===== config.mk =====
export PLATFORM = sky130hd
export DESIGN_NAME = logic_reduce_unit_flat
export DESIGN_NICKNAME = d
export VERILOG_FILES = /design/src/rtl/logic_reduce_unit_if.sv /design/src/rtl/logic_reduce_unit.sv /design/src/flat_wrapper.sv
export SDC_FILE = /design/constraint.sdc
export NUM_CORES = 1
export LEC_CHECK = 0
export ABC_AREA = 1
export CAP_MARGIN = 30
export CORE_MARGIN = 4
export CORE_UTILIZATION = 40
export DETAILED_ROUTE_END_ITERATION = 8
export GPL_ROUTABILITY_DRIVEN = 0
export GPL_TIMING_DRIVEN = 0
export SLEW_MARGIN = 25
export SYNTH_ARGS = -nofsm -noshare
export SYNTH_HDL_FRONTEND = slang
export SYNTH_SLANG_ARGS = --single-unit

===== constraint.sdc =====
create_clock -name Clk -period 1.63 [get_ports Clk]
set_input_delay 0.489 -clock Clk [delete_from_list [all_inputs] [get_ports Clk]]
set_output_delay 0.489 -clock Clk [all_outputs]
set_load 0.03 [all_outputs]

===== src/rtl/logic_reduce_unit_if.sv =====
// Handshake bundle for logic_reduce_unit: operand input port, result output port and status.
// The source/consumer side uses master; the reduction unit uses slave.
interface logic_reduce_unit_if #(
    parameter int WIDTH = 8
);
    logic             In_valid;
    logic             In_ready;
    logic [WIDTH-1:0] In_data;
    logic [2:0]       Op;
    logic             Out_valid;
    logic             Out_ready;
    logic [WIDTH-1:0] Out_data;
    logic             Op_err;
    logic             Busy;

    modport master (
        output In_valid, In_data, Op, Out_ready,
        input  In_ready, Out_valid, Out_data, Op_err, Busy
    );

    modport slave (
        input  In_valid, In_data, Op, Out_ready,
        output In_ready, Out_valid, Out_data, Op_err, Busy
    );
endinterface


===== src/rtl/logic_reduce_unit.sv =====
// Sequential bitwise reducer: folds N_OPS operands with AND/OR/XOR (optionally inverted)
// and holds the registered result on a valid/ready port until it is taken.
module logic_reduce_unit #(
    parameter int WIDTH = 8,
    parameter int N_OPS = 4
) (
    input  logic                 Clk,
    input  logic                 Rst_n,
    input  logic                 Flush,
    logic_reduce_unit_if.slave   bus
);
    localparam int CNT_W = $clog2(N_OPS) + 1;

    typedef enum logic [1:0] {
        S_IDLE  = 2'd0,
        S_ACCUM = 2'd1,
        S_DONE  = 2'd2
    } state_t;

    state_t             state_q,    state_d;
    logic [WIDTH-1:0]   acc_q,      acc_d;
    logic [2:0]         op_q,       op_d;
    logic [CNT_W-1:0]   cnt_q,      cnt_d;
    logic [WIDTH-1:0]   out_data_q, out_data_d;
    logic               op_err_q,   op_err_d;

    logic               accept;
    logic               deliver;
    logic [WIDTH-1:0]   folded;
    logic               invert;
    logic               reserved;

    // Only the base operation is applied while folding; inversion happens once at the result.
    function automatic logic [WIDTH-1:0] fold_base(input logic [2:0] op,
                                                  input logic [WIDTH-1:0] a,
                                                  input logic [WIDTH-1:0] b);
        case (op)
            3'b001, 3'b100: fold_base = a | b;
            3'b010, 3'b101: fold_base = a ^ b;
            default:        fold_base = a & b;
        endcase
    endfunction

    assign bus.In_ready  = (state_q != S_DONE);
    assign bus.Out_valid = (state_q == S_DONE);
    assign bus.Busy      = (state_q != S_IDLE);
    assign bus.Out_data  = out_data_q;
    assign bus.Op_err    = op_err_q;

    assign accept   = bus.In_valid && bus.In_ready;
    assign deliver  = bus.Out_valid && bus.Out_ready;
    assign folded   = fold_base(op_q, acc_q, bus.In_data);
    assign invert   = (op_q == 3'b011) || (op_q == 3'b100) || (op_q == 3'b101);
    assign reserved = op_q[2] && op_q[1];

    always_comb begin
        state_d    = state_q;
        acc_d      = acc_q;
        op_d       = op_q;
        cnt_d      = cnt_q;
        out_data_d = out_data_q;
        op_err_d   = op_err_q;

        case (state_q)
            S_IDLE: begin
                if (accept) begin
                    acc_d   = bus.In_data;
                    op_d    = bus.Op;
                    cnt_d   = CNT_W'(1);
                    state_d = S_ACCUM;
                end
            end
            S_ACCUM: begin
                if (accept) begin
                    acc_d = folded;
                    cnt_d = cnt_q + CNT_W'(1);
                    if (cnt_q == CNT_W'(N_OPS - 1)) begin
                        out_data_d = invert ? ~folded : folded;
                        op_err_d   = reserved;
                        state_d    = S_DONE;
                    end
                end
            end
            S_DONE: begin
                if (deliver) begin
                    cnt_d   = '0;
                    state_d = S_IDLE;
                end
            end
            default: state_d = S_IDLE;
        endcase

        // Flush wins over any accept or deliver in the same cycle.
        if (Flush) begin
            state_d  = S_IDLE;
            cnt_d    = '0;
            op_err_d = 1'b0;
        end
    end

    always_ff @(posedge Clk) begin
        if (!Rst_n) begin
            state_q    <= S_IDLE;
            acc_q      <= '0;
            op_q       <= '0;
            cnt_q      <= '0;
            out_data_q <= '0;
            op_err_q   <= 1'b0;
        end else begin
            state_q    <= state_d;
            acc_q      <= acc_d;
            op_q       <= op_d;
            cnt_q      <= cnt_d;
            out_data_q <= out_data_d;
            op_err_q   <= op_err_d;
        end
    end
endmodule


===== src/flat_wrapper.sv =====
// flat-port wrapper written by rule: the top's interface ports become plain ports
module logic_reduce_unit_flat 
#(
    parameter int WIDTH = 8,
    parameter int N_OPS = 4
)
  (Clk, Rst_n, Flush, bus_In_valid, bus_In_data, bus_Op, bus_Out_ready, bus_In_ready, bus_Out_valid, bus_Out_data, bus_Op_err, bus_Busy);
  logic_reduce_unit_if #(.WIDTH(WIDTH)) bus_i ();
  input  logic Clk;
  input  logic Rst_n;
  input  logic Flush;
  input wire logic [$bits(bus_i.In_valid)-1:0] bus_In_valid;
  input wire logic [$bits(bus_i.In_data)-1:0] bus_In_data;
  input wire logic [$bits(bus_i.Op)-1:0] bus_Op;
  input wire logic [$bits(bus_i.Out_ready)-1:0] bus_Out_ready;
  output wire logic [$bits(bus_i.In_ready)-1:0] bus_In_ready;
  output wire logic [$bits(bus_i.Out_valid)-1:0] bus_Out_valid;
  output wire logic [$bits(bus_i.Out_data)-1:0] bus_Out_data;
  output wire logic [$bits(bus_i.Op_err)-1:0] bus_Op_err;
  output wire logic [$bits(bus_i.Busy)-1:0] bus_Busy;
  assign bus_i.In_valid = bus_In_valid;
  assign bus_i.In_data = bus_In_data;
  assign bus_i.Op = bus_Op;
  assign bus_i.Out_ready = bus_Out_ready;
  assign bus_In_ready = bus_i.In_ready;
  assign bus_Out_valid = bus_i.Out_valid;
  assign bus_Out_data = bus_i.Out_data;
  assign bus_Op_err = bus_i.Op_err;
  assign bus_Busy = bus_i.Busy;
  logic_reduce_unit #(.WIDTH(WIDTH), .N_OPS(N_OPS)) u_core (.Clk(Clk), .Rst_n(Rst_n), .Flush(Flush), .bus(bus_i));
endmodule

After elaboration in Yosys (flattened, before gate mapping)
Cells that the tools add are included.
{"block": "op_classes", "addsub": 1, "n_eq_ne": 13, "n_mux": 14, "bitwise_logic": 5, "n_reduce_logical": 17}
{"cell": "one-hot mux 8 bit (2 select lines)", "n": 2}
{"cell": "two-way mux 8 bit", "n": 3}
{"cell": "equality test 3 x 2 -> 1 bit, second input constant", "n": 3}
{"cell": "two-way mux 3 bit", "n": 3}
{"cell": "one-hot mux 3 bit (3 select lines)", "n": 1}
{"cell": "bitwise AND 8 bit", "n": 1}
{"cell": "two-way mux 2 bit", "n": 4}
{"cell": "inverter 8 bit", "n": 1}
{"cell": "bitwise OR 8 bit", "n": 1}
{"cell": "AND reduction 4 bit", "n": 2}
{"cell": "bitwise XOR 8 bit", "n": 1}
{"cell": "equality test 3 bit, second input constant", "n": 2}
{"cell": "!= test 2 x 1 -> 1 bit, second input constant", "n": 3}
{"cell": "one-hot mux 2 bit (3 select lines)", "n": 1}
{"cell": "AND reduction 3 bit", "n": 2}
{"cell": "OR reduction 2 bit", "n": 3}
{"cell": "!= test 2 bit, second input constant", "n": 2}
{"cell": "nonzero test 2 bit", "n": 2}
{"cell": "adder 3 x 1 -> 3 bit, second input constant", "n": 1}
{"cell": "equality test 3 x 1 -> 1 bit, second input constant", "n": 1}
{"cell": "logical AND 1 bit", "n": 3}
{"cell": "nonzero test 3 bit", "n": 1}
{"cell": "equality test 2 x 1 -> 1 bit, second input constant", "n": 1}
{"cell": "equality test 2 bit, second input constant", "n": 1}
{"cell": "4 further kinds", "n": 5}
{"block": "word_totals", "register_bits": 25, "input_bits": 16, "wordCells": 56}

Logic depth before layout (Yosys ltp)
Gate-level depths: netlist of run 1.
{"block": "depth", "depth_word": 5, "mapped_depth": 11}

Worst setup path after synthesis of run 1
Ideal clock, no wire load.
{"block": "synth_path", "path_kind": "register to register", "start": "reg u_core.state_q[0]", "end": "reg u_core.out_data_q[6], in the netlist u_core.bus.Out_data[6]", "setup_time_ps": 117, "arrival_time_ps": 1674, "slack_ps": -161, "stages_incl_launch_ff": 12, "path_buffers": 1, "path_cell_list": "dfxtp_1 > inv_1 > ha_1 > inv_2 > nand2_1 > nor2_1 > nand2_1 > inv_2 > buf_2 > nand2_1 > nor2_1 > nor2_1"}
{"block": "synth_via", "elab_chain_cells": 3, "elab_cells_between_ends": 4, "cone_classes": "eq/ne (2); reduce/logical (2)"}
{"item": "start: declaration", "line": "logic_reduce_unit.sv:20", "rtl": "state_t state_q, state_d;"}
{"item": "start signal: assignment", "line": "logic_reduce_unit.sv:110", "rtl": "state_q <= state_d;"}
{"item": "!= test 2 bit", "line": "logic_reduce_unit.sv:44", "rtl": "assign bus.In_ready = (state_q != S_DONE);"}
{"item": "net bus_In_ready", "line": "flat_wrapper.sv:16", "rtl": "output wire logic [$bits(bus_i.In_ready)-1:0] bus_In_ready;"}
{"item": "logical AND 1 bit", "line": "logic_reduce_unit.sv:50", "rtl": "assign accept = bus.In_valid && bus.In_ready;"}
{"item": "AND reduction 3 bit (no source line)"}
{"item": "end signal: assignment", "line": "logic_reduce_unit.sv:114", "rtl": "out_data_q <= out_data_d;"}
{"item": "end: declaration", "line": "logic_reduce_unit.sv:24", "rtl": "logic [WIDTH-1:0] out_data_q, out_data_d;"}
The timed path passes the listed nets, and every way through them passes these cells.
A chain may end at the register's enable or synchronous reset.

Final worst setup path of run 1
{"block": "layout_path", "start": "reg u_core.state_q[1]", "end": "out bus_Busy"}
{"block": "layout_via", "elab_chain_cells": 1}
{"item": "nonzero test 2 bit", "line": "logic_reduce_unit.sv:46", "rtl": "assign bus.Busy = (state_q != S_IDLE);"}
{"item": "end: declaration", "line": "flat_wrapper.sv:20", "rtl": "output wire logic [$bits(bus_i.Busy)-1:0] bus_Busy;"}
Every way passes these cells.

==> metrics.md, run 1 <==
| Metric | Value |
|---|---|
| Clock Power Share | 0.257 |
| Post-synthesis sequential area ratio | 0.272 |
| Vias in the first global route | 1626 |
| Levels on crit path | 4 |
| WP buf/inv | 3 |
| YS warnings | 0 |
| DP Wirelength | 3.43 mm |
| Fmax | 629 MHz |
| Pins Over Slew Limit | 0 |
| Fin. Hold Viols | 0 |
| Most instantiated library cell after synthesis | nand2_1 |
| Die Area | 5750 sq um |
| CP arrival | 1100 ps |
| VDD IR-drop max | 0.380 mV |
| Vias per cell | 5.07 |
| Critical path's top delay family | flip-flops |
| Total clock buffers created by CTS | 3 |
| Register bit total from synthesis | 25 |
| Fin util | 0.527 |
| H-tree depth | 1 |
| Adder-cell share of the synthesized area | 0.150 |
| Drt pass-1 iters | 4 |
| Cell internal pwr | 0.975 mW |
| Netlist cell types | 25 |
| Hold Slack | 471 ps |
| CP startpoint | u_core.state_q[1] |
| Combinational Power Share | 0.294 |
| Flop pwr share | 0.449 |
| Sw Share | 0.337 |
| P_sw | 0.497 mW |
| Xor and xnor area share after synthesis | 0 |
| Largest family of logic cells by synthesized area | simple AND/OR/NAND/NOR gates |
| FF-to-FF path depth | 9 |
| Cells after Synth | 272 |
| Worst Setup Path Type | reg2out |
| Outcome | finished, final reports clean |
| Post-synth ARST share | 0 |
| Core Area | 4410 sq um |
| Critical Path End Type | output pin |
| Worst Setup Start Kind | flop |
| WL per Instance | 13.4 microns |
| Syn Area/Cell | 6.77 sq um |
| # diodes | 0 |
| Crit-path max FO | 4 |
| Latest clock arrival within the worst-skew pair | 270 ps |
| Setup-failing EPs final | 0 |
| Initial core utilization | 0.417 |
| Clock Root Buffer | clkbuf_8 |
| Largest net degree at the start of global routing | 14 |
| Io pins | 28 |
| Die height | 75.8 microns |
| Worst Max-Slew Pin Slew | 362 ps |
| Fin crit share | 0.976 |
| Slew HR | 0.758 |
| Hold Path Class | reg2reg |
| Drt total wl | 4.78 mm |
| Power per Cell Area | 633 nW/um^2 |
| Antenna Nets Post-Route | 0 |
| Worst Path Required | 1140 ps |
| TritonCTS clock tree | done |
| Top FF cell, synth | dfxtp_1 |
| P&R area growth vs syn | 26.3% |
| Leakage | 1.15 nW |
| DP Cell Count | 351 |
| IO Port Bufs | 27 |
| Compound-cell area share of the yosys netlist | 0.133 |
| Yosys top cell area share | 0.272 |
| Cell Count, Final, Fillers Out | 358 |
| Initial antenna violation count | 0 |
| Clock Sink Count | 25 |
| Slowest stage delay, CP | 370 ps |
| Netlist area before placement | 1840 sq um |
| Initial DRC count | 148 |
| Chip width | 75.8 microns |
| Final critical path time including I/O delays and setup | 1590 ps |
| Global-route wire length before repair | 7.51 mm |
| Largest area contributor in the netlist | dfxtp_1 |
| Via count | 1815 |
| Storage cell area | 505 sq um |
| Final net count | 345 |
| Total gr overflow | 0 |
| Most area-consuming cells after synthesis | dfxtp_1 27%, ha_1 15%, nand2_1 9.4% |
| Fillers | 464 |
| RSZ-0062 raised after global routing | true |
| Slowest-stage cell, CP | dfxtp_4 |
| Commonest cells in the netlist | 46 x nand2_1, 44 x inv_1, 32 x nand3_1, 28 x a21oi_1, 25 x dfxtp_1 |
| Clock skew | 12.7 ps |
| # DRC | 0 |
| HP Start | u_core.cnt_q[2] |
| Mux share of post-synthesis cell area | 0 |
| Max-cap violation count | 0 |
| Simple-gate share of the synthesized area | 0.313 |
| Total Neg Setup Slack | 0 ps |
| Overall routing resource usage | 0.173 |
| Hold_buf cts | 0 |
| Clock slew at reported path FFs | 80 ps |
| Share of cells above drive strength 1 | 0.176 |
| Clk buf depth | 2 |
| CP Cell Sequence | inv_1 > ha_2 > inv_2 > buf_6 |
| FP Rows | 24 |
| Min-Delay Path Depth | 2 |
| Post-synth EDFFs | 0 |
| Reg2Reg Launch Point | u_core.op_q[2] |
| Multi-input gate area | 1160 sq um |
| Syn Nets | 310 |
-- state kept, by name (all words and copies together) (netlist names) --
signal,count
u_core.acc_q,8
u_core.bus.Op_err,1
u_core.bus.Out_data,8
u_core.cnt_q,3
u_core.op_q,3
u_core.state_q,2
-- what timing repair did --
item | in CTS | in global routing
gates resized for setup | 45 | 22
setup endpoints to repair | 33 | 18
pin swaps | 3 | 8
buffers inserted | 0 | 3
-- power by group through the flow --
stage	sequential, mW	clock [mW]	combinational (mW)
floorplan	0.669	0	0.296
finish	0.661	0.379	0.432
CTS	0.660	0.408	0.420
global placement	0.674	0	0.411
global route	0.665	0.418	0.487
detailed placement	0.674	0	0.412
-- worst min-delay path: cells and delay by family, from the launching register on --
family | cells | cell delay, ps
AND/OR/NAND/NOR | 1 | 60
flip-flops | 1 | 320
AO/OA/AOI/OAI | 1 | 60
-- per-layer routing --
| metal | wire length (microns) | up-vias | track usage | share of wire |
|---|---|---|---|---|
| met5 | 0 | - | 0 | 0 |
| met4 | 21 | 0 | 0.0408 | 0.0044 |
| met3 | 234 | 2 | 0.0343 | 0.049 |
| met2 | 2240 | 41 | 0.282 | 0.47 |
| met1 | 2280 | 819 | 0.234 | 0.48 |
| li1 | - | 953 | - | - |
-- final timing paths --
path / end / slack (ps)
setup / recovery: bus_Busy / 40
hold / removal: u_core.cnt_q[2] / 470
setup reg to reg: u_core.bus.Out_data[1] / 90
hold reg to reg: u_core.cnt_q[2] / 470
-- cell families after synthesis --
group,after synthesis
compound gates,48
flops,25
simple gates,118
buf+inv,59
fa+ha+maj,22
-- placed cells by master (no fill, tap or decap), types with 6 or more instances in the layout --
cell,instances
nand2_1,43
inv_1,41
nand3_1,32
a21oi_1,26
dfxtp_1,23
ha_1,19
o21ai_0,18
nor2_1,14
dlygate4sd2_1,11
nand4_1,9
inv_2,7
buf_4,7
nor2_2,7
clkdlybuf4s50_1,7
dlymetal6s2s_1,6
-- layout make-up --
class / instances / share of cell area
clock buffer: 4 / 0.0194
timing repair buffer: 30 / 0.124
sequential: 25 / 0.217
buffer: 6 / 0.0221
tap: 52 / 0.0280
multi-input combinational: 188 / 0.499
inverter: 53 / 0.0904
-- per-stage QoR --
step / power [mW] / setup WS (ps) / cell area (sq um)
detailed placement: 1.09 / -498 / 2190
floorplan: 0.964 / 3.55 / 1860
CTS: 1.49 / -3.95 / 2250
finish: 1.47 / 39.9 / 2320
global route: 1.57 / -9.53 / 2320
global placement: 1.08 / -479 / 2190
No activity file was read; power rests on OpenSTA's default activity.
==> run 2, diff against run 1 <==
--- a/config.mk
+++ b/config.mk
@@ -5,7 +5,7 @@
 export SDC_FILE = /design/constraint.sdc
 export NUM_CORES = 1
 export LEC_CHECK = 0
-export ABC_AREA = 1
+export ABC_AREA = 0
 export CAP_MARGIN = 30
 export CORE_MARGIN = 4
 export CORE_UTILIZATION = 40
@@ -16,3 +16,4 @@
 export SYNTH_ARGS = -nofsm -noshare
 export SYNTH_HDL_FRONTEND = slang
 export SYNTH_SLANG_ARGS = --single-unit
+export TNS_END_PERCENT = 1
==> metrics.md, run 2 <==
| Metric | Value |
|---|---|
| Outcome | finished with violations |
| Violated checks | setup timing |
| Worst Setup Start Kind | flop |
| Most frequent cells in the layout | 21 x nor2b_1, 19 x inv_1, 19 x buf_4, 19 x dfxtp_1, 14 x nand2_1 |
| Overall routing resource usage | 0.176 |
| Final critical path time including I/O delays and setup | 1710 ps |
| DP Cell Count | 328 |
| # DRC | 0 |
| Largest area contributor in the netlist | dfxtp_1 |
| Netlist area before placement | 1990 sq um |
| Vias per cell | 5.45 |
| Initial DRC count | 51 |
| Cell Count, Final, Fillers Out | 344 |
| Worst Setup Path Type | reg2reg |
| Clock skew | 9.41 ps |
| Leakage | 1.14 nW |
| Slew HR | 0.793 |
| Hold Path Class | reg2reg |
| Initial core utilization | 0.418 |
| Chip width | 78.5 microns |
| Post-layout total power | 1.54 mW |
| Post-synth ARST share | 0 |
| Clock Sink Count | 25 |
| Global-route wire length before repair | 8.71 mm |
| Clock Root Buffer | clkbuf_8 |
| TritonCTS clock tree | done |
| Worst Path Required | 1810 ps |
| Die height | 78.5 microns |
| Fin crit share | 1.05 |
| Yosys top cell area share | 0.252 |
| Fin util | 0.581 |
| Max-cap violation count | 0 |
| Placed instance area | 2360 sq um |
| Fmax | 585 MHz |
| Core Area | 4750 sq um |
| Antenna Nets Post-Route | 0 |
| Crit-path max FO | 7 |
| Final Instance Area | 2760 sq um |
| Critical Path End Type | flop |
| WL per Instance | 16.1 microns |
| Clk buf depth | 2 |
| DP Wirelength | 3.55 mm |
| Vias in the first global route | 1798 |
| Syn Nets | 272 |
| Pins Over Slew Limit | 0 |
| Post-synth EDFFs | 0 |
| Share of cells above drive strength 1 | 0.307 |
| Power per Cell Area | 557 nW/um^2 |
| Total gr overflow | 0 |
| # diodes | 0 |
| Final net count | 316 |
| Netlist cell types | 43 |
| Top FF cell, synth | dfxtp_1 |
| VDD IR-drop max | 0.335 mV |
| FP Rows | 25 |
| Hold Slack | 463 ps |
| Final WS setup | -80.6 ps |
| Commonest non-fill, non-tap cell in the layout | nor2b_1 |
| Total clock buffers created by CTS | 3 |
| Total Neg Setup Slack | -108 ps |
| Drt pass-1 iters | 4 |
| Commonest cells in the netlist | 25 x dfxtp_1, 24 x inv_1, 23 x nor2b_1, 22 x ha_1, 14 x nand2_1 |
| Initial antenna violation count | 0 |
| Post-synthesis sequential area ratio | 0.252 |
| IO Port Bufs | 27 |
| Syn Area/Cell | 8.49 sq um |
| Die Area | 6160 sq um |
| Drt total wl | 5.53 mm |
| YS warnings | 0 |
| Cells after Synth | 234 |
| Io pins | 28 |
| RSZ-0062 raised after global routing | true |
| Largest net degree at the start of global routing | 16 |
| P&R area growth vs syn | 39.0% |
| Latest clock arrival within the worst-skew pair | 280 ps |
| Most instantiated library cell after synthesis | dfxtp_1 |
| Clock slew at reported path FFs | 100 ps |
| Fin. Hold Viols | 0 |
| Worst Max-Slew Pin Slew | 311 ps |
| Setup-failing EPs final | 2 |
| CP arrival | 1890 ps |
| DP Worst Slack | -624 ps |
| Via count | 1874 |
| H-tree depth | 1 |
| Register bit total from synthesis | 25 |
| Most area-consuming cells after synthesis | dfxtp_1 25%, ha_1 14%, nor2b_1 7.2% |
| Reg-to-reg slack, setup | -80 ps |
-- run 2: changes by cell type in the layout (fill, tap and decap cells not counted), sizes merged, moves of 12 or more --
cell,before,now
nand2,51,14
nor2b,0,23
nor2,22,10
nand3,35,5
buf,10,24
a21oi,28,4
inv,52,24
-- run 2: cell families (layout without fill, tap and decap cells) --
group                    count (synthesis)  count (layout)  synth area share
multiplexers                             4               4            0.0202
AO/OA/AOI/OAI                           71              71             0.294
buffers and inverters                   38              81            0.0831
flip-flops                              25              25             0.252
AND/OR/NAND/NOR                         74              74             0.212
adder cells (fa/ha/maj)                 22              22             0.139
-- run 2: cell type report --
cell class	count	area, sq um
Clock inverter	1	7.51
Tap cell	67	83.8
Multi-Input combinational cell	171	1540
Buffer	12	103
Timing Repair Buffer	40	364
Fill cell	465	1990
Clock buffer	3	41.3
Inverter	25	106
Sequential cell	25	513
-- run 2: worst paths after layout --
check	start	end	cells past startpoint
worst max register to register	u_core.state_q[0]	u_core.bus.Out_data[3]	7
worst max-delay path	u_core.state_q[0]	u_core.bus.Out_data[3]	7
worst min register to register	u_core.bus.Op_err	u_core.bus.Op_err	2
worst min-delay path	u_core.bus.Op_err	u_core.bus.Op_err	2
-- run 2: per-layer routing --
| layer | vias up | global-route usage | share of wire |
|---|---|---|---|
| met2 | 36 | 0.287 | 0.48 |
| met1 | 892 | 0.241 | 0.47 |
| li1 | 938 | - | - |
| met3 | 8 | 0.0252 | 0.031 |
| met4 | 0 | 0.0490 | 0.016 |
| met5 | - | 0 | 0 |
-- run 2: repair_timing --
action / CTS / global route
buffers inserted: 2 / 10
pin swaps: 15 / 20
hold buffers: 0 / 0
endpoints found under the setup margin: 32 / 23
resized for setup: 70 / 42
cloned: 0 / 1
-- run 2: power breakdown --
part	internal (mW)	switching [mW]	total (mW)	leakage, nW
registers	0.633	0.0236	0.657	0.207
clock network	0.174	0.222	0.396	0.0217
logic	0.234	0.251	0.485	0.915
-- run 2: worst max-delay path: stages, from the launching register on --
cell	delay (ps)
dfxtp_4	410
inv_4	50
ha_4	180
and4b_1	300
buf_6	120
o21ai_1	90
a2111o_1	310
o211a_1	150
==> run 3, diff against run 2 <==
--- a/config.mk
+++ b/config.mk
@@ -7,8 +7,8 @@
 export LEC_CHECK = 0
 export ABC_AREA = 0
 export CAP_MARGIN = 30
-export CORE_MARGIN = 4
 export CORE_UTILIZATION = 40
+export CTS_CLUSTER_DIAMETER = 30
 export DETAILED_ROUTE_END_ITERATION = 8
 export GPL_ROUTABILITY_DRIVEN = 0
 export GPL_TIMING_DRIVEN = 0
==> metrics.md, run 3 (synthesis gave the netlist of run 2 again) <==
| Metric | Value |
|---|---|
| Outcome | finished, final reports clean |
| # DRC | 0 |
| Drt pass-1 iters | 4 |
| Clk buf depth | 2 |
| Worst Path Required | 1810 ps |
| Placed instance area | 2360 sq um |
| Crit-path max FO | 7 |
| Overall routing resource usage | 0.211 |
| Hold Path Class | reg2reg |
| Initial DRC count | 81 |
| Total clock buffers created by CTS | 3 |
| Chip width | 72.5 microns |
| Critical Path End Type | flop |
| Final net count | 313 |
| Total gr overflow | 0 |
| Final Instance Area | 2700 sq um |
| Vias per cell | 5.40 |
| Max-cap violation count | 0 |
| Vias in the first global route | 1739 |
| Most frequent cells in the layout | 22 x nor2b_1, 20 x dfxtp_1, 17 x inv_1 |
| Share of cells above drive strength 1 | 0.307 |
| Fin crit share | 0.995 |
| Largest net degree at the start of global routing | 14 |
| Power per Cell Area | 564 nW/um^2 |
| Total Neg Setup Slack | 0 ps |
| Via count | 1841 |
| Clock Sink Count | 25 |
| DP Worst Slack | -611 ps |
| # diodes | 0 |
| Global-route wire length before repair | 8.45 mm |
| VDD IR-drop max | 0.296 mV |
| TritonCTS clock tree | done |
| Antenna Nets Post-Route | 0 |
| RSZ-0062 raised after global routing | true |
| Clock skew | 8.66 ps |
| Clock slew at reported path FFs | 100 ps |
| Core Area | 4750 sq um |
| Leakage | 1.12 nW |
| CP arrival | 1810 ps |
| Final critical path time including I/O delays and setup | 1620 ps |
| DP Wirelength | 3.55 mm |
| DP Cell Count | 328 |
| Die height | 72.5 microns |
| Worst Setup Path Type | reg2reg |
| FP Rows | 25 |
| Slew HR | 0.790 |
| Latest clock arrival within the worst-skew pair | 280 ps |
| Die Area | 5250 sq um |
| Fmax | 617 MHz |
| Setup-failing EPs final | 0 |
| WL per Instance | 15.8 microns |
| Post-layout total power | 1.52 mW |
| H-tree depth | 1 |
| Final WS setup | 8.22 ps |
| P&R area growth vs syn | 35.8% |
| Fin. Hold Viols | 0 |
| IO Port Bufs | 27 |
| Initial core utilization | 0.418 |
| Reg-to-reg slack, setup | 8 ps |
| Initial antenna violation count | 0 |
| Pins Over Slew Limit | 0 |
| Worst Max-Slew Pin Slew | 312 ps |
| Drt total wl | 5.39 mm |
| Commonest non-fill, non-tap cell in the layout | nor2b_1 |
| Worst Setup Start Kind | flop |
| Cell Count, Final, Fillers Out | 341 |
| Io pins | 28 |
| Clock Root Buffer | clkbuf_8 |
## run 3: changes by cell type in the layout (fill, tap and decap cells not counted), sizes merged
cell and delta:
clkdlybuf4s15 -1, buf -3, clkbuf +2, dlymetal6s2s -1, dlygate4sd2 +1, clkinvlp -1
## run 3: critical path, cell delays in order (launching register included)
cell,delay (ps)
dfxtp_4,410
inv_4,50
ha_4,180
nand4b_1,220
or3_4,450
o211a_1,220
## run 3: cell type report
cell class                      count  area, sq um
Sequential cell                    25          512
Timing Repair Buffer               37          335
Fill cell                         453         2060
Clock buffer                        4         45.0
Tap cell                           67         83.8
Inverter                           25          106
Buffer                             12          103
Multi-Input combinational cell    171         1510
## run 3: stage by stage
stage | hold WS (ps) | utilization
6_report | 463 | 0.567
5_1_grt | 485 | 0.567
4_1_cts | 467 | 0.527
3_5_place_dp | 454 | 0.496
3_3_place_gp | 448 | 0.496
2_1_floorplan | 453 | -
## run 3: final timing paths
check / startpoint / to / depth (start not counted)
min reg2reg: u_core.bus.Op_err / u_core.bus.Op_err / 2
min: u_core.bus.Op_err / u_core.bus.Op_err / 2
max: u_core.state_q[0] / u_core.bus.Out_data[3] / 5
max reg2reg: u_core.state_q[0] / u_core.bus.Out_data[3] / 5
## run 3: what timing repair did
| action | 4_1_cts | 5_1_grt |
|---|---|---|
| pin swaps | 20 | 16 |
| gates resized for setup | 66 | 44 |
| setup buffers | 3 | 7 |
| hold buffers | 0 | 0 |
| gates cloned | 0 | 0 |
| setup endpoints to repair | 32 | 22 |
## run 3: metal layers
| metal | GRT usage | share of wire |
|---|---|---|
| met5 | 0 | 0 |
| met4 | 0.0697 | 0.013 |
| met3 | 0.0208 | 0.025 |
| met2 | 0.348 | 0.47 |
| met1 | 0.287 | 0.49 |
## run 3: power by group
part	total [mW]	switching [mW]	internal (mW)
sequential	0.656	0.0225	0.633
combinational	0.469	0.244	0.225
clock	0.398	0.222	0.176
==> patch 1 (config.mk and constraints of run 1) <==
`WIDTH` is set to 8 in 3 places; all go to 7.
--- a/src/rtl/logic_reduce_unit_if.sv
+++ b/src/rtl/logic_reduce_unit_if.sv
@@ -1,7 +1,7 @@
 // Handshake bundle for logic_reduce_unit: operand input port, result output port and status.
 // The source/consumer side uses master; the reduction unit uses slave.
 interface logic_reduce_unit_if #(
-    parameter int WIDTH = 8
+    parameter int WIDTH = 7
 );
     logic             In_valid;
     logic             In_ready;
--- a/src/rtl/logic_reduce_unit.sv
+++ b/src/rtl/logic_reduce_unit.sv
@@ -1,7 +1,7 @@
 // Sequential bitwise reducer: folds N_OPS operands with AND/OR/XOR (optionally inverted)
 // and holds the registered result on a valid/ready port until it is taken.
 module logic_reduce_unit #(
-    parameter int WIDTH = 8,
+    parameter int WIDTH = 7,
     parameter int N_OPS = 4
 ) (
     input  logic                 Clk,
--- a/src/flat_wrapper.sv
+++ b/src/flat_wrapper.sv
@@ -1,7 +1,7 @@
 // flat-port wrapper written by rule: the top's interface ports become plain ports
 module logic_reduce_unit_flat 
 #(
-    parameter int WIDTH = 8,
+    parameter int WIDTH = 7,
     parameter int N_OPS = 4
 )
   (Clk, Rst_n, Flush, bus_In_valid, bus_In_data, bus_Op, bus_Out_ready, bus_In_ready, bus_Out_valid, bus_Out_data, bus_Op_err, bus_Busy);
Interface: changed (resized bus_In_data and bus_Out_data); port bits go from 28 to 26. The function was not compared with the original's and may differ.
==> patch 1 against run 1 <==
- design area shrank 5.5%
- die area shrank 6.9%
- routed wire length shrank 14%
- total power shrank 5.8%
- worst setup slack lost 0.0090 ns
- worst hold slack gained 0.018 ns
- clock skew shrank 0.0090 ns
- sequential share of layout area shrank 0.55 points
- synthesized area shrank 7.7%
- sequential cell count shrank 2
- sequential power shrank 7.3%
- critical path type unchanged
==> patch 1: results (changes against run 1) <==
.. list-table::
   :header-rows: 1

   * - Metric
     - Value
   * - Proportion of layout cells with a drive suffix above 1
     - 22.3% (+4.6 points)
   * - GR Util met1
     - 20.0% (-3.4 points)
   * - Worst IR Drop VDD
     - 447 uV (+18%)
   * - Vias in the first global route
     - 1476 (-9.2%)
   * - # port buffers
     - 25 (-7.4%)
   * - Met3 layer usage reported by global route
     - 3.31% (-0.12 points)
   * - Post-place setup slack
     - -0.291 ns (+0.206 ns)
   * - Post-synth top cells
     - sky130_fd_sc_hd__nand2_1 (33), sky130_fd_sc_hd__inv_1 (32), sky130_fd_sc_hd__a21oi_1 (26), sky130_fd_sc_hd__dfxtp_1 (23), sky130_fd_sc_hd__nand3_1 (23)
   * - Period utilisation layout
     - 98.1% (+0.55 points)
   * - Worst-Margin Slew
     - 0.449 ns (+0.0867 ns)
   * - Cell type group with the largest total delay on the critical path
     - buffers and inverters
   * - Net count of the finished layout
     - 310 (-10%)
   * - Length of routed met3 wiring
     - 159 um (-32%)
   * - Status
     - completed
   * - Slowest library cell on the worst path
     - sky130_fd_sc_hd__dfxtp_2
   * - Net Count, Synth
     - 274 (-12%)
   * - Slowest stage delay, CP
     - 0.33 ns (-0.04 ns)
   * - Pleak
     - 1.07 nW (-6.5%)
   * - Clk Latency, worst-skew pair
     - 0.27 ns (about the same)
   * - Count of unique library cells instantiated by Yosys
     - 24 (-4.0%)
   * - Reg2reg end
     - u_core.bus.Out_data[5]$_SDFFE_PN0P_
   * - Global-route usage over all layers
     - 16.0% (-1.3 points)
   * - Final HPWL from detailed placement
     - 2980 um (-13%)
   * - Largest fanout on the critical path
     - 3 (-1)
   * - Flop+latch power
     - 0.000613 W (-7.3%)
   * - Hold Path Origin
     - u_core.acc_q[6]$_SDFFE_PN0P_
   * - Largest cells by area after synthesis
     - sky130_fd_sc_hd__dfxtp_1 (27%), sky130_fd_sc_hd__ha_1 (15%), sky130_fd_sc_hd__a21oi_1 (7.7%)
   * - Count of vias placed by the detailed router
     - 1622 (-11%)
   * - Wire length per cell
     - 12.8 um (-4.5%)
   * - Global-route track usage on met2
     - 27.8% (-0.43 points)
## patch 1: logic make-up after synthesis
family / after synthesis / synth area share [%]
simple gates: 98 / 30.7
flops: 23 / 27.1
buf+inv: 48 / 11.9
fa+ha+maj: 20 / 14.7
compound gates: 50 / 15.5
## patch 1: through the flow
step / total power, W / cell area (um^2) / cells / TNS, ns
floorplan: 0.000897 / 1700 / 239 / -0.00599
global placement: 0.00100 / 2020 / 314 / -5.67
detailed placement: 0.00100 / 2020 / 314 / -5.70
CTS: 0.00139 / 2070 / 318 / -0.0195
global route: 0.00148 / 2200 / 324 / -0.0866
finish: 0.00139 / 2200 / 324 / 0
## patch 1: worst min path at each step
stage                                   endpoint  slack (ns)  depth (start not counted)
floorplan           u_core.acc_q[2]$_SDFFE_PN0P_        0.46                          2
global placement    u_core.acc_q[2]$_SDFFE_PN0P_        0.48                          2
detailed placement  u_core.acc_q[6]$_SDFFE_PN0P_        0.48                          2
CTS                 u_core.acc_q[6]$_SDFFE_PN0P_        0.49                          2
global route        u_core.acc_q[6]$_SDFFE_PN0P_        0.52                          2
finish              u_core.acc_q[6]$_SDFFE_PN0P_        0.49                          2
## patch 1: area by class of cell
type | instances | area, um^2 | share of cell area, %
multi-input cells | 168 | 1100 | 50.3
flip-flops and latches | 23 | 465 | 21.2
repair buffers | 31 | 300 | 13.7
inverters | 43 | 180 | 8.21
well taps | 50 | 62.6 | 2.85
clock buffers | 4 | 45.0 | 2.05
plain buffers | 5 | 38.8 | 1.77
## patch 1: what timing repair did
| action | CTS | global route |
|---|---|---|
| buffers inserted | 0 | 6 |
| resized for setup | 36 | 26 |
| endpoints found under the setup margin | 29 | 25 |
| pin swaps | 0 | 14 |
==> patch 2 (flow settings as in run 1) <==
Made on the original files. The 3 states of `state_t` get a one-hot encoding in 3 bits.
--- a/src/rtl/logic_reduce_unit.sv
+++ b/src/rtl/logic_reduce_unit.sv
@@ -11,10 +11,10 @@
 );
     localparam int CNT_W = $clog2(N_OPS) + 1;
 
-    typedef enum logic [1:0] {
-        S_IDLE  = 2'd0,
-        S_ACCUM = 2'd1,
-        S_DONE  = 2'd2
+    typedef enum logic [2:0] {
+        S_IDLE  = 3'b001,
+        S_ACCUM = 3'b010,
+        S_DONE  = 3'b100
     } state_t;
 
     state_t             state_q,    state_d;
Function: same outputs for any inputs over 10 cycles, from zero or initial values and one cycle with Rst_n low; not proved beyond that.
==> patch 2 against run 1 <==
- total power grew 15%
- first-iteration DRC count shrank 47%
- sequential cell count grew 1
- maximum frequency shrank 0.48%
- final cell count grew 0.28%
- worst setup slack lost 0.0077 ns
- sequential share of layout area grew 0.81 points
- utilization is the same
- via count shrank 0.88%
- routed wire length shrank 4.6%
- synthesized area is essentially flat
- design area is the same
- count of clock-buffer cells in the layout shrank 1
- critical endpoint is now bus_Out_valid
==> patch 2: results (changes against run 1) <==
.. list-table::
   :header-rows: 1

   * - Metric
     - Value
   * - Status
     - completed
   * - Slowest stage delay, CP
     - 0.35 ns (-0.02 ns)
   * - Slowest library cell on the worst path
     - sky130_fd_sc_hd__dfxtp_2
   * - Hold_ws
     - 0.474 ns (+0.00306 ns)
   * - Source of the worst register-to-register timing path
     - u_core.state_q[2]$_SDFFE_PP0P_
   * - GR Util met1
     - 23.1% (-0.27 points)
   * - Compound-Gate Fraction of Synth Area
     - 16.9% (+3.6 points)
   * - Global-route track usage on met2
     - 27.6% (-0.67 points)
   * - Global-route usage over all layers
     - 16.8% (-0.52 points)
   * - Met2 wire length
     - 2090 um (-6.7%)
   * - Maximum clock skew at final layout
     - 0.00652 ns (-0.00614 ns)
   * - Pleak
     - 1.22 nW (+6.7%)
   * - Post-synth top cells
     - sky130_fd_sc_hd__inv_1 (47), sky130_fd_sc_hd__nand2_1 (42), sky130_fd_sc_hd__a21oi_1 (33), sky130_fd_sc_hd__dfxtp_1 (26), sky130_fd_sc_hd__nand3_1 (26)
   * - Reg2Reg Setup Slack
     - 0.11 ns (+0.02 ns)
   * - Vias in the first global route
     - 1569 (-3.5%)
   * - Clock-pin slew on the worst setup and hold paths
     - 0.10 ns (+0.02 ns)
   * - Reg2reg end
     - u_core.acc_q[4]$_SDFFE_PN0P_
   * - Post-place setup slack
     - -0.330 ns (+0.168 ns)
   * - Met3 layer usage reported by global route
     - 2.24% (-1.2 points)
   * - Worst IR Drop VDD
     - 385 uV (+1.3%)
   * - Worst setup path end
     - bus_Out_valid
   * - Period utilisation layout
     - 98.0% (+0.47 points)
   * - Count of vias placed by the detailed router
     - 1799 (-0.88%)
   * - Net Count, Synth
     - 306 (-1.3%)
   * - Wl on met1
     - 2280 um (-0.35%)
   * - Proportion of layout cells with a drive suffix above 1
     - 16.0% (-1.7 points)
   * - First-iteration detailed-routing DRC count
     - 79 (-47%)
   * - Net count of the finished layout
     - 342 (-0.87%)
   * - Share of synthesized cell area in full adder, half adder and majority cells
     - 12.2% (-2.7 points)
   * - Largest cells by area after synthesis
     - sky130_fd_sc_hd__dfxtp_1 (28%), sky130_fd_sc_hd__ha_1 (12%), sky130_fd_sc_hd__inv_1 (9.6%)
   * - Fillcell total
     - 454 (-2.2%)
-- patch 2: changes by cell type after synthesis, sizes merged, moves of 4 or more --
cell   change
nand3      -8
a21oi      +6
nor2       +5
o21ai      +5
ha         -4
inv        -4
-- patch 2: metrics by stage --
stage / utilization (%) / cell area (um^2) / TNS (ns) / std cells / total power [W]
after detailed placement: 49.0 / 2160 / -5.84 / 350 / 0.00112
after global placement: 49.0 / 2160 / -5.76 / 350 / 0.00112
after global routing: 52.7 / 2320 / -0.0831 / 359 / 0.00181
after floorplan: - / 1840 / 0 / 272 / 0.00100
after CTS: 50.4 / 2230 / 0 / 355 / 0.00169
final: 52.7 / 2320 / 0 / 359 / 0.00170
-- patch 2: worst max-delay path, delay by kind of cell, from the launching register on --
family | cells | cell delay (ns)
DFF | 1 | 0.35
and+or+nand+nor | 2 | 0.23
buffers and inverters | 2 | 0.25
-- patch 2: power by group --
part	switching [W]	internal, W
sequential	0.0000263	0.000666
combinational	0.000274	0.000167
clock	0.000232	0.000329
total	0.000532	0.00116
-- patch 2: cell type report --
| class | instances | share of cell area, % |
|---|---|---|
| buffer | 7 | 1.94 |
| timing repair buffer | 31 | 12.5 |
| multi-input combinational | 190 | 49.0 |
| clock inverter | 1 | 1.29 |
| sequential | 26 | 22.6 |
| inverter | 49 | 8.13 |
| tap | 52 | 2.80 |
| clock buffer | 3 | 1.78 |
-- patch 2: timing repair --
item	in CTS	in global routing
buffers inserted	1	4
pin swaps	1	4
setup endpoints to repair	24	19
hold buffers	0	0
gates resized for setup	30	23
-- patch 2: kinds of logic after synthesis --
| family | Yosys count |
|---|---|
| flip-flops | 26 |
| AO/OA/AOI/OAI | 60 |
| adder cells (fa/ha/maj) | 18 |
| buffers and inverters | 56 |
| AND/OR/NAND/NOR | 112 |
